`src/rtl/divmul_ctrl_pkg.sv`:
```
// Shared definitions for the execute-stage multiply/divide sequencer:
// funct codes, FSM states, internal op encoding and the funct decoder.
package divmul_ctrl_pkg;

    localparam int unsigned XLEN     = 32;
    localparam int unsigned DIV_ITER = 32;
    localparam int unsigned DCNT_W   = 6;

    localparam logic [5:0] FUNCT_MULT  = 6'h18;
    localparam logic [5:0] FUNCT_MULTU = 6'h19;
    localparam logic [5:0] FUNCT_DIV   = 6'h1A;
    localparam logic [5:0] FUNCT_DIVU  = 6'h1B;
    localparam logic [5:0] FUNCT_MADD  = 6'h00;
    localparam logic [5:0] FUNCT_MADDU = 6'h01;
    localparam logic [5:0] FUNCT_MUL   = 6'h02;
    localparam logic [5:0] FUNCT_MSUB  = 6'h04;
    localparam logic [5:0] FUNCT_MSUBU = 6'h05;

    typedef enum logic [2:0] {
        ST_IDLE, ST_MUL, ST_ACC, ST_DIV, ST_DONE
    } state_e;

    typedef enum logic [3:0] {
        MD_NONE, MD_MULT, MD_MULTU, MD_DIV, MD_DIVU,
        MD_MUL, MD_MADD, MD_MADDU, MD_MSUB, MD_MSUBU
    } md_op_e;

    // Map opcode class + funct onto the internal op; MD_NONE for anything else.
    function automatic md_op_e decode_op(input logic special2, input logic [5:0] funct);
        md_op_e op;
        op = MD_NONE;
        if (special2) begin
            case (funct)
                FUNCT_MUL:   op = MD_MUL;
                FUNCT_MADD:  op = MD_MADD;
                FUNCT_MADDU: op = MD_MADDU;
                FUNCT_MSUB:  op = MD_MSUB;
                FUNCT_MSUBU: op = MD_MSUBU;
                default:     op = MD_NONE;
            endcase
        end else begin
            case (funct)
                FUNCT_MULT:  op = MD_MULT;
                FUNCT_MULTU: op = MD_MULTU;
                FUNCT_DIV:   op = MD_DIV;
                FUNCT_DIVU:  op = MD_DIVU;
                default:     op = MD_NONE;
            endcase
        end
        return op;
    endfunction

endpackage

```
`src/rtl/div_radix2.sv`:
```
// Iterative restoring divider, one quotient bit per cycle; start latches the
// operand magnitudes, done flags the final iteration with sign-corrected q/r.
module div_radix2
    import divmul_ctrl_pkg::*;
(
    input  logic            clk,
    input  logic            rst,
    input  logic            start_i,
    input  logic            abort_i,
    input  logic            sign_i,
    input  logic [XLEN-1:0] a_i,
    input  logic [XLEN-1:0] b_i,
    output logic [XLEN-1:0] q_o,
    output logic [XLEN-1:0] r_o,
    output logic            done_o
);

    logic              busy_q;
    logic [DCNT_W-1:0] cnt_q;
    logic [XLEN-1:0]   quo_q, rem_q, dvs_q;
    logic              neg_q_q, neg_r_q;

    logic              a_neg, b_neg, b_zero;
    logic [XLEN-1:0]   a_mag, b_mag;
    logic [XLEN:0]     shifted;
    logic              ge;
    logic [XLEN-1:0]   rem_sub, rem_n, quo_n;

    assign a_neg  = sign_i & a_i[XLEN-1];
    assign b_neg  = sign_i & b_i[XLEN-1];
    assign b_zero = (b_i == '0);
    assign a_mag  = a_neg ? -a_i : a_i;
    assign b_mag  = b_neg ? -b_i : b_i;

    // A zero divisor makes every step "fit", giving all-ones and rem = |a|.
    assign shifted = {rem_q, quo_q[XLEN-1]};
    assign ge      = (shifted >= {1'b0, dvs_q});
    assign rem_sub = shifted[XLEN-1:0] - dvs_q;
    assign rem_n   = ge ? rem_sub : shifted[XLEN-1:0];
    assign quo_n   = {quo_q[XLEN-2:0], ge};

    assign done_o = busy_q & (cnt_q == DCNT_W'(1));
    assign q_o    = neg_q_q ? -quo_n : quo_n;
    assign r_o    = neg_r_q ? -rem_n : rem_n;

    always_ff @(posedge clk) begin
        if (rst || abort_i) begin
            busy_q  <= 1'b0;
            cnt_q   <= '0;
            quo_q   <= '0;
            rem_q   <= '0;
            dvs_q   <= '0;
            neg_q_q <= 1'b0;
            neg_r_q <= 1'b0;
        end else if (start_i) begin
            busy_q  <= 1'b1;
            cnt_q   <= DCNT_W'(DIV_ITER);
            quo_q   <= a_mag;
            rem_q   <= '0;
            dvs_q   <= b_mag;
            neg_q_q <= (a_neg ^ b_neg) & ~b_zero;
            neg_r_q <= a_neg;
        end else if (busy_q) begin
            quo_q <= quo_n;
            rem_q <= rem_n;
            cnt_q <= cnt_q - DCNT_W'(1);
            if (done_o) begin
                busy_q <= 1'b0;
            end
        end
    end

endmodule

```
`src/rtl/divmul_ctrl.sv`:
```
// Execute-stage sequencer for the shared multiply/divide unit: stalls the pipe
// while a mul/div runs, does the HI/LO accumulate, and drives the HI/LO write.
module divmul_ctrl
    import divmul_ctrl_pkg::*;
#(
    parameter int unsigned MUL_LAT = 2
) (
    input  logic            clk,
    input  logic            rst,
    input  logic            start_i,
    input  logic            special2_i,
    input  logic [5:0]      funct_i,
    input  logic [XLEN-1:0] src_a_i,
    input  logic [XLEN-1:0] src_b_i,
    input  logic [XLEN-1:0] hi_i,
    input  logic [XLEN-1:0] lo_i,
    input  logic            flush_i,
    input  logic            mem_stall_i,
    output logic            stall_o,
    output logic            busy_o,
    output logic            hilo_we_o,
    output logic [XLEN-1:0] hi_o,
    output logic [XLEN-1:0] lo_o,
    output logic            gpr_valid_o
);

    localparam int unsigned CNT_W = 3;
    localparam int unsigned PW    = 2 * XLEN;

    state_e            state_q;
    md_op_e            op_q;
    md_op_e            start_op;
    logic [XLEN-1:0]   a_q, b_q, hacc_q, lacc_q, hi_q, lo_q;
    logic [PW-1:0]     prod_q;
    logic [CNT_W-1:0]  cnt_q;

    logic              accept, start_div, op_signed, op_acc, op_sub;
    logic [PW-1:0]     ext_a, ext_b, product, acc_res;
    logic              div_start, div_done;
    logic [XLEN-1:0]   div_q, div_r;

    assign start_op  = decode_op(special2_i, funct_i);
    assign accept    = (state_q == ST_IDLE) & start_i & ~flush_i & (start_op != MD_NONE);
    assign start_div = (start_op == MD_DIV) | (start_op == MD_DIVU);

    assign op_signed = (op_q == MD_MULT) | (op_q == MD_MUL) | (op_q == MD_MADD) |
                       (op_q == MD_MSUB) | (op_q == MD_DIV);
    assign op_acc    = (op_q == MD_MADD) | (op_q == MD_MADDU) | op_sub;
    assign op_sub    = (op_q == MD_MSUB) | (op_q == MD_MSUBU);

    // Sign/zero-extend to 64 bits so one unsigned multiply serves both flavours.
    assign ext_a   = op_signed ? {{XLEN{a_q[XLEN-1]}}, a_q} : {{XLEN{1'b0}}, a_q};
    assign ext_b   = op_signed ? {{XLEN{b_q[XLEN-1]}}, b_q} : {{XLEN{1'b0}}, b_q};
    assign product = ext_a * ext_b;
    assign acc_res = op_sub ? ({hacc_q, lacc_q} - prod_q) : ({hacc_q, lacc_q} + prod_q);

    // The first DIV cycle (cnt_q != 0) is the divider's setup cycle.
    assign div_start = (state_q == ST_DIV) & (cnt_q != '0) & ~flush_i;

    div_radix2 u_div (
        .clk     (clk),
        .rst     (rst),
        .start_i (div_start),
        .abort_i (flush_i),
        .sign_i  (op_signed),
        .a_i     (a_q),
        .b_i     (b_q),
        .q_o     (div_q),
        .r_o     (div_r),
        .done_o  (div_done)
    );

    always_ff @(posedge clk) begin
        if (rst) begin
            state_q <= ST_IDLE;
            op_q    <= MD_NONE;
            a_q     <= '0;
            b_q     <= '0;
            hacc_q  <= '0;
            lacc_q  <= '0;
            hi_q    <= '0;
            lo_q    <= '0;
            prod_q  <= '0;
            cnt_q   <= '0;
        end else if (flush_i) begin
            state_q <= ST_IDLE;
        end else begin
            unique case (state_q)
                ST_IDLE: begin
                    if (accept) begin
                        a_q     <= src_a_i;
                        b_q     <= src_b_i;
                        hacc_q  <= hi_i;
                        lacc_q  <= lo_i;
                        op_q    <= start_op;
                        cnt_q   <= start_div ? CNT_W'(1) : CNT_W'(MUL_LAT - 1);
                        state_q <= start_div ? ST_DIV : ST_MUL;
                    end
                end
                ST_MUL: begin
                    prod_q <= product;
                    if (cnt_q == '0) begin
                        if (op_acc) begin
                            state_q <= ST_ACC;
                        end else begin
                            {hi_q, lo_q} <= product;
                            state_q      <= ST_DONE;
                        end
                    end else begin
                        cnt_q <= cnt_q - CNT_W'(1);
                    end
                end
                ST_ACC: begin
                    {hi_q, lo_q} <= acc_res;
                    state_q      <= ST_DONE;
                end
                ST_DIV: begin
                    cnt_q <= '0;
                    if (div_done) begin
                        hi_q    <= div_r;
                        lo_q    <= div_q;
                        state_q <= ST_DONE;
                    end
                end
                ST_DONE: begin
                    if (!mem_stall_i) begin
                        state_q <= ST_IDLE;
                    end
                end
                default: state_q <= ST_IDLE;
            endcase
        end
    end

    // Stall must drop in the same cycle as a flush, hence the direct gating.
    always_comb begin
        stall_o = 1'b0;
        case (state_q)
            ST_IDLE:                  stall_o = accept;
            ST_MUL, ST_ACC, ST_DIV:   stall_o = ~flush_i;
            default:                  stall_o = 1'b0;
        endcase
    end

    assign busy_o      = (state_q != ST_IDLE);
    assign hilo_we_o   = (state_q == ST_DONE) & ~mem_stall_i & ~flush_i & (op_q != MD_MUL);
    assign gpr_valid_o = (state_q == ST_DONE) & ~flush_i & (op_q == MD_MUL);
    assign hi_o        = hi_q;
    assign lo_o        = lo_q;

endmodule

```
`config.mk`:
```
export PLATFORM = sky130hd
export DESIGN_NAME = divmul_ctrl
export DESIGN_NICKNAME = d
export VERILOG_FILES = /design/src/rtl/divmul_ctrl_pkg.sv /design/src/rtl/div_radix2.sv /design/src/rtl/divmul_ctrl.sv
export SDC_FILE = /design/constraint.sdc
export NUM_CORES = 2
export LEC_CHECK = 0
export ABC_AREA = 1
export BUFFER_PORTS_ARGS = -buffer_cell sky130_fd_sc_hd__buf_2
export CORE_MARGIN = 2
export CORE_UTILIZATION = 60
export CTS_BUF_LIST = sky130_fd_sc_hd__clkbuf_4 sky130_fd_sc_hd__clkbuf_8
export CTS_CLUSTER_SIZE = 20
export DETAILED_ROUTE_END_ITERATION = 6
export GPL_TIMING_DRIVEN = 0
export HOLD_SLACK_MARGIN = 0.12
export PLACE_DENSITY = 0.8
export SYNTH_ARGS = -nofsm -noshare
export SYNTH_HDL_FRONTEND = slang
export SYNTH_SLANG_ARGS = --single-unit
```
`constraint.sdc`:
```
create_clock -name clk -period 9.9 [get_ports clk]
set_input_delay 0.99 -clock clk [delete_from_list [all_inputs] [get_ports clk]]
set_output_delay 0.99 -clock clk [all_outputs]
set_load 0.01 [all_outputs]
```
## Word-level counts from Yosys, hierarchy flattened

Index checks and enable logic that the tools add are counted.

- Reduce and logical (&&, ||, !) cells: 19
- Muxes and demuxes: 37
- $lt $le $gt $ge: 1
- Bitwise operators: 26
- Equal/unequal tests: 29
- Add/sub/neg operators: 9
- Multipliers: 1

Operators with widths:

| kind | number |
|---|---|
| $mux 32 | 13 |
| $mux 64 | 3 |
| $pmux 32 s3 | 2 |
| $neg 32->32 | 4 |
| $add 64x64->64 | 1 |
| $mul 64x64->64 | 1 |
| $sub 64x64->64 | 1 |
| $ge 33x32->1 | 1 |
| $logic_not 32->1 | 1 |
| $sub 32x32->32 | 1 |
| $eq 6x5->1 const B | 4 |
| $mux 3 | 7 |
| $pmux 4 s5 | 1 |
| $eq 4x3->1 const B | 4 |
| $pmux 3 s5 | 1 |
| $and 1x1->1 | 14 |
| $eq 6x1->1 const B | 2 |
| $eq 6x3->1 const B | 2 |
| $mux 6 | 2 |
| $ne 2x2->1 const B | 6 |
| $pmux 3 s4 | 1 |
| $reduce_bool 3->1 | 4 |
| $pmux 3 s3 | 1 |
| $eq 4x2->1 const B | 2 |
| 27 further kinds | 43 |

- Register bits after elaboration: 371
- Output and inout bits: 68

## Longest topological paths before layout

- Depth after elaboration: 10
- Gate-level depth with buffers: 48
- Gate-level depth less buffers: 48

## Hierarchy

A second synthesis with hierarchy kept.

- Cells, all modules: 10,351
- Area, all modules: 76,209.3 µm²

Modules (own cells, without submodules):

| module | area an instance (µm²) | cells each | times used |
|---|---|---|---|
| divmul_ctrl | 65,709.3 | 8,517 | 1 |
| div_radix2 | 10,500.1 | 1,834 | 1 |

## Worst setup path after synthesis

No wires, ideal clock.

- Kind: register to register
- From: register op_q[1]
- To: register hi_q[22], in the netlist hi_o[22]
- Data required time: 9.781 ns
- Setup time: 0.119 ns
- Arrival: 9.666 ns
- Clock period less this slack: 9.785 ns
- Cell stages (with the launch flop): 41
- Slack: 0.115 ns
- Buffers on the path: 3
- Cells stage by stage: dfxtp_1 inv_1 nand2_2 o21ai_1 nand2_1 nand2_1 inv_1 clkbuf_1 clkbuf_1 buf_1 nor2_1 fa_1 inv_1 fa_1 inv_1 fa_1 inv_1 fa_1 (+5 left out) fa_1 inv_1 fa_1 inv_1 ha_1 nand2_1 nor2_1 inv_1 nor4_1 nand2_1 o211ai_1 a21oi_1 inv_1 nand2_1 nand2_1 nor2_1 nor2_1 a21oi_1

- Longest elaborated chain between the ends: 10
- Elaborated cells on any way between the ends: 23
- Those cells by class: mul (1); eq/ne (8); mux (6); bitwise (7); reduce/logical (1)

RTL lines:

| what | RTL line | RTL |
|---|---|---|
| start, declared | divmul_ctrl.sv:31 | `md_op_e op_q;` |
| start signal, assigned | divmul_ctrl.sv:95 | `op_q <= start_op;` |
| $eq 4x1->1 / $eq 4x3->1 (equally long branches) | divmul_ctrl.sv:46 | `assign op_signed = (op_q == MD_MULT) \| (op_q == MD_MUL) \| (op_q == MD_MADD) \|` |
| $or 1x1->1 (3 in a row) | divmul_ctrl.sv:46 |  |
| $or 1x1->1 | divmul_ctrl.sv:47 | `(op_q == MD_MSUB) \| (op_q == MD_DIV);` |
| $mux 64 (on tied branches) | divmul_ctrl.sv:52, divmul_ctrl.sv:53 |  |
| $mul 64x64->64 | divmul_ctrl.sv:54 | `assign product = ext_a * ext_b;` |
| $mux 32 | divmul_ctrl.sv:103 | `if (op_acc) begin` |
| $mux 32 | divmul_ctrl.sv:102 | `if (cnt_q == '0) begin` |
| $pmux 32 s3 | divmul_ctrl.sv:88 | `unique case (state_q)` |
| end signal, assigned | divmul_ctrl.sv:106 | `{hi_q, lo_q} <= product;` |
| end signal, assigned | divmul_ctrl.sv:114 | `{hi_q, lo_q} <= acc_res;` |
| end signal, assigned | divmul_ctrl.sv:120 | `hi_q <= div_r;` |
| end, declared | divmul_ctrl.sv:33 | `logic [XLEN-1:0] a_q, b_q, hacc_q, lacc_q, hi_q, lo_q;` |

Several ways; a longest one is shown, not always the timed one. The select of a mux whose other input is x is not followed.
A chain may end at the register's enable or synchronous reset.

## Worst setup path in the final report

- From: register b_q[23]
- To: register hi_q[6], in the netlist hi_o[6]

- Longest elaborated chain between the ends: 5

RTL lines:

| what | RTL line | RTL |
|---|---|---|
| start, declared | divmul_ctrl.sv:33 |  |
| start signal, assigned | divmul_ctrl.sv:92 | `b_q <= src_b_i;` |
| $mux 64 | divmul_ctrl.sv:53 | `assign ext_b = op_signed ? {{XLEN{b_q[XLEN-1]}}, b_q} : {{XLEN{1'b0}}, b_q};` |
| $mul 64x64->64 | divmul_ctrl.sv:54 |  |
| $mux 32 | divmul_ctrl.sv:103 |  |
| $mux 32 | divmul_ctrl.sv:102 |  |
| $pmux 32 s3 | divmul_ctrl.sv:88 |  |

Every way passes these cells. The select of a mux whose other input is x is not followed.

==> impl_metrics.toml <==
[routing]
routed_wl_um = 313000
vias = 71200
drt_iter0_markers = 8636
first_pass_iters = 7
via_per_inst = 5.88
postRouteAntennaNets = 0
drc_errors = 7
wire_per_inst_um = 25.8

[outcome]
status = "finished with violations"
violations = "design-rule violations, max-capacitance violations, max-slew violations, negative setup slack"

[layout]
nets = 12400
area_delta_synth_final_pct = 8.53
post-route-util_pct = 65.4
drive_gt1_share_pct = 8.60

[timing]
fin_ws_ns = -0.0724
setup_viol = 3
slew_headroom_pct = -1.47
slew_violations = 11
fin_skew_ns = 0.0828
rsz0062_at_grt = "yes"
tightestPinTransition_ns = 1.52
fin_crit_sh_pct = 101
hold_viol = 0
fmax_mhz = 100
fin_setup_tns_ns = -0.122
fin_crit_ns = 9.97

[grt]
antenna_found_initial = 19
grt_pass1_wl_um = 449000
grt_max_degree = 24
overflow = 0
track_usage_pct = 48.6
grt_pass1_vias = 70900

[worst_setup_path]
end_kind = "flip-flop"
required_ns = 10.60
cp_data_arrival_time_ns = 10.67
worst-path-max-fanout = 10
crit_top_cell = "fa_1"
path_class = "reg -> reg"
cp_num_buf_inv = 7
crit_path_max_incr_delay_ns = 1.09
cp_top_family = "adder cells"
crit_slowest_cell = "dfxtp_1"
start_kind = "flip-flop"

[hold_path]
hold_class = "reg -> reg"

[synthesis]
synth_top_cell_area_share_pct = 37.8
syn-cell-area_um2 = 75400
yosysSeqAreaShare_pct = 9.85
ys_ff_latch = 371
synth_flop_cell = "dfxtp_1"
synth-edff-count = 0
synth_common_cells = "2667 x inv_1, 1968 x nand2_1, 1422 x fa_1"
synth_cell_type_count = 62
synth.most_common_cell = "inv_1"
postSynth.asyncResetShare_pct = 0
synth_nets = 12100
ys_warn_count = 0
yosysTopAreaCell = "fa_1"
syn_inst = 10100
synth_area_per_cell_um2 = 7.45
synth.area.top_cells = "fa_1 38%, inv_1 13%, dfxtp_1 9.9%, nand2_1 9.8%, ha_1 6.9%"

[clocking]
clk_path_buf_depth = 3
clock-root-buffer = "clkbuf_8"
cts_sinks = 371
clkLatencyLatePin_ns = 0.77
cts_tree = "built"
cts-htree-levels = 2
path_clk_slew_ns = 0.07
cts_buffers = 58

[place]
hpwl_um = 267000
io_buffer_count = 206
gp_congestion = 1.11

[power]
leakage_nw = 45.2
p_sw_share_pct = 40.5
irDropWorstVdd_uv = 100
powerDensity_nw_per_um2 = 53.8
pwr-share-comb_pct = 30.6
power.switching_mw = 1.78
seqPwrFrac_pct = 35.5
internal-power_mw = 2.62
pwr-share-clk_pct = 33.9

[die]
initial_core_util_pct = 60.3
die_y_um = 358
dieArea_um2 = 128000
rows = 130
io_pins = 208
die_x_um = 358
coreArea_um2 = 125000

[job]
drv_cap = 1
## worst min-delay path: stages (launching register included)
cell and delay (ns):
dfxtp_1 0.32, nand2_1 0.06, a21oi_1 0.05
## per-stage QoR
stage	instances	cell area [µm²]	total power, mW	worst slack [ns]	hold slack [ns]
2_1_floorplan	10100	75400	2.34	0.115	0.435
3_3_place_gp	12000	78500	2.84	-5.08	0.454
5_1_grt	12100	81800	4.52	-0.209	0.495
4_1_cts	12100	80500	4.31	-0.175	0.462
3_5_place_dp	12000	78500	2.84	-5.16	0.464
6_report	12100	81800	4.40	-0.0724	0.476
## per-layer routing
metal | up-vias | part of all wire, % | GRT usage, %
met5 | - | 0.065 | 0
met4 | 20 | 10 | 39.5
li1 | 30500 | - | -
met1 | 34400 | 34 | 57.9
met3 | 1402 | 13 | 14.3
met2 | 4886 | 42 | 73.2
## what timing repair did
item / 4_1_cts / 5_1_grt
hold buffers: 0 / 0
resized for setup: 188 / 342
gates cloned: 0 / 2
setup buffers: 31 / 40
setup endpoints to repair: 64 / 56
pin swaps: 27 / 59
## cells by family after synthesis
logic type               after synthesis  share of synthesized area (%)
AND/OR/NAND/NOR                     3251                           17.7
adder cells (fa/ha/maj)             1838                           44.7
AO/OA/AOI/OAI                       1306                           9.38
XOR/XNOR                             241                           2.80
buffers and inverters               3116                           15.6
flip-flops                           371                           9.85
## state kept, by name, summed over array words and instances (netlist names), 6 cells and up
name / flops
hi_o: 32
lacc_q: 32
lo_o: 32
a_q: 32
b_q: 32
hacc_q: 32
u_div.cnt_q: 6
u_div.quo_q: 32
u_div.rem_q: 32
u_div.dvs_q: 32
prod_q: 64
## cell usage in the layout, fill, tap and decap left out, drive strengths merged, types with 12 or more instances in the layout
cell	n
ha	416
nor4	37
o211ai	39
diode	13
nor3	68
xor2	165
a211oi	12
o21a	15
nand3	263
nand4	43
o21ai	588
nand2	2003
clkbuf	356
buf	376
a31oi	65
clkinv	24
inv	2676
xnor2	76
a21oi	504
or2	31
nor2	778
a21o	19
fa	1422
dfxtp	371
## final cells by class
type	instances	area [µm²]
inverter	2682	10100
clock inverter	29	292
buffer	384	1750
multi-input combinational	6636	57500
antenna	13	32.5
timing repair buffer	280	1670
clock buffer	74	968
fill	11000	43300
sequential	371	7480
tap	1650	2060
## power by group through the flow
stage               clock, mW  sequential [mW]  combinational, mW
floorplan                   0             1.55              0.794
global placement            0             1.55               1.29
detailed placement          0             1.55               1.29
CTS                      1.48             1.55               1.28
global route             1.54             1.56               1.42
finish                   1.49             1.56               1.35
## final timing paths
check / from / end / depth (start not counted) / slack [ns]
hold / removal: u_div.quo_q[29]$_SDFFE_PP0P_ / u_div.quo_q[29]$_SDFFE_PP0P_ / 2 / 0.48
setup reg to reg: b_q[23]$_SDFFE_PP0P_ / hi_o[6]$_SDFFE_PP0P_ / 28 / -0.07
hold reg to reg: u_div.quo_q[29]$_SDFFE_PP0P_ / u_div.quo_q[29]$_SDFFE_PP0P_ / 2 / 0.48
setup / recovery: b_q[23]$_SDFFE_PP0P_ / hi_o[6]$_SDFFE_PP0P_ / 28 / -0.07
No activity file was read; power rests on OpenSTA's default activity.
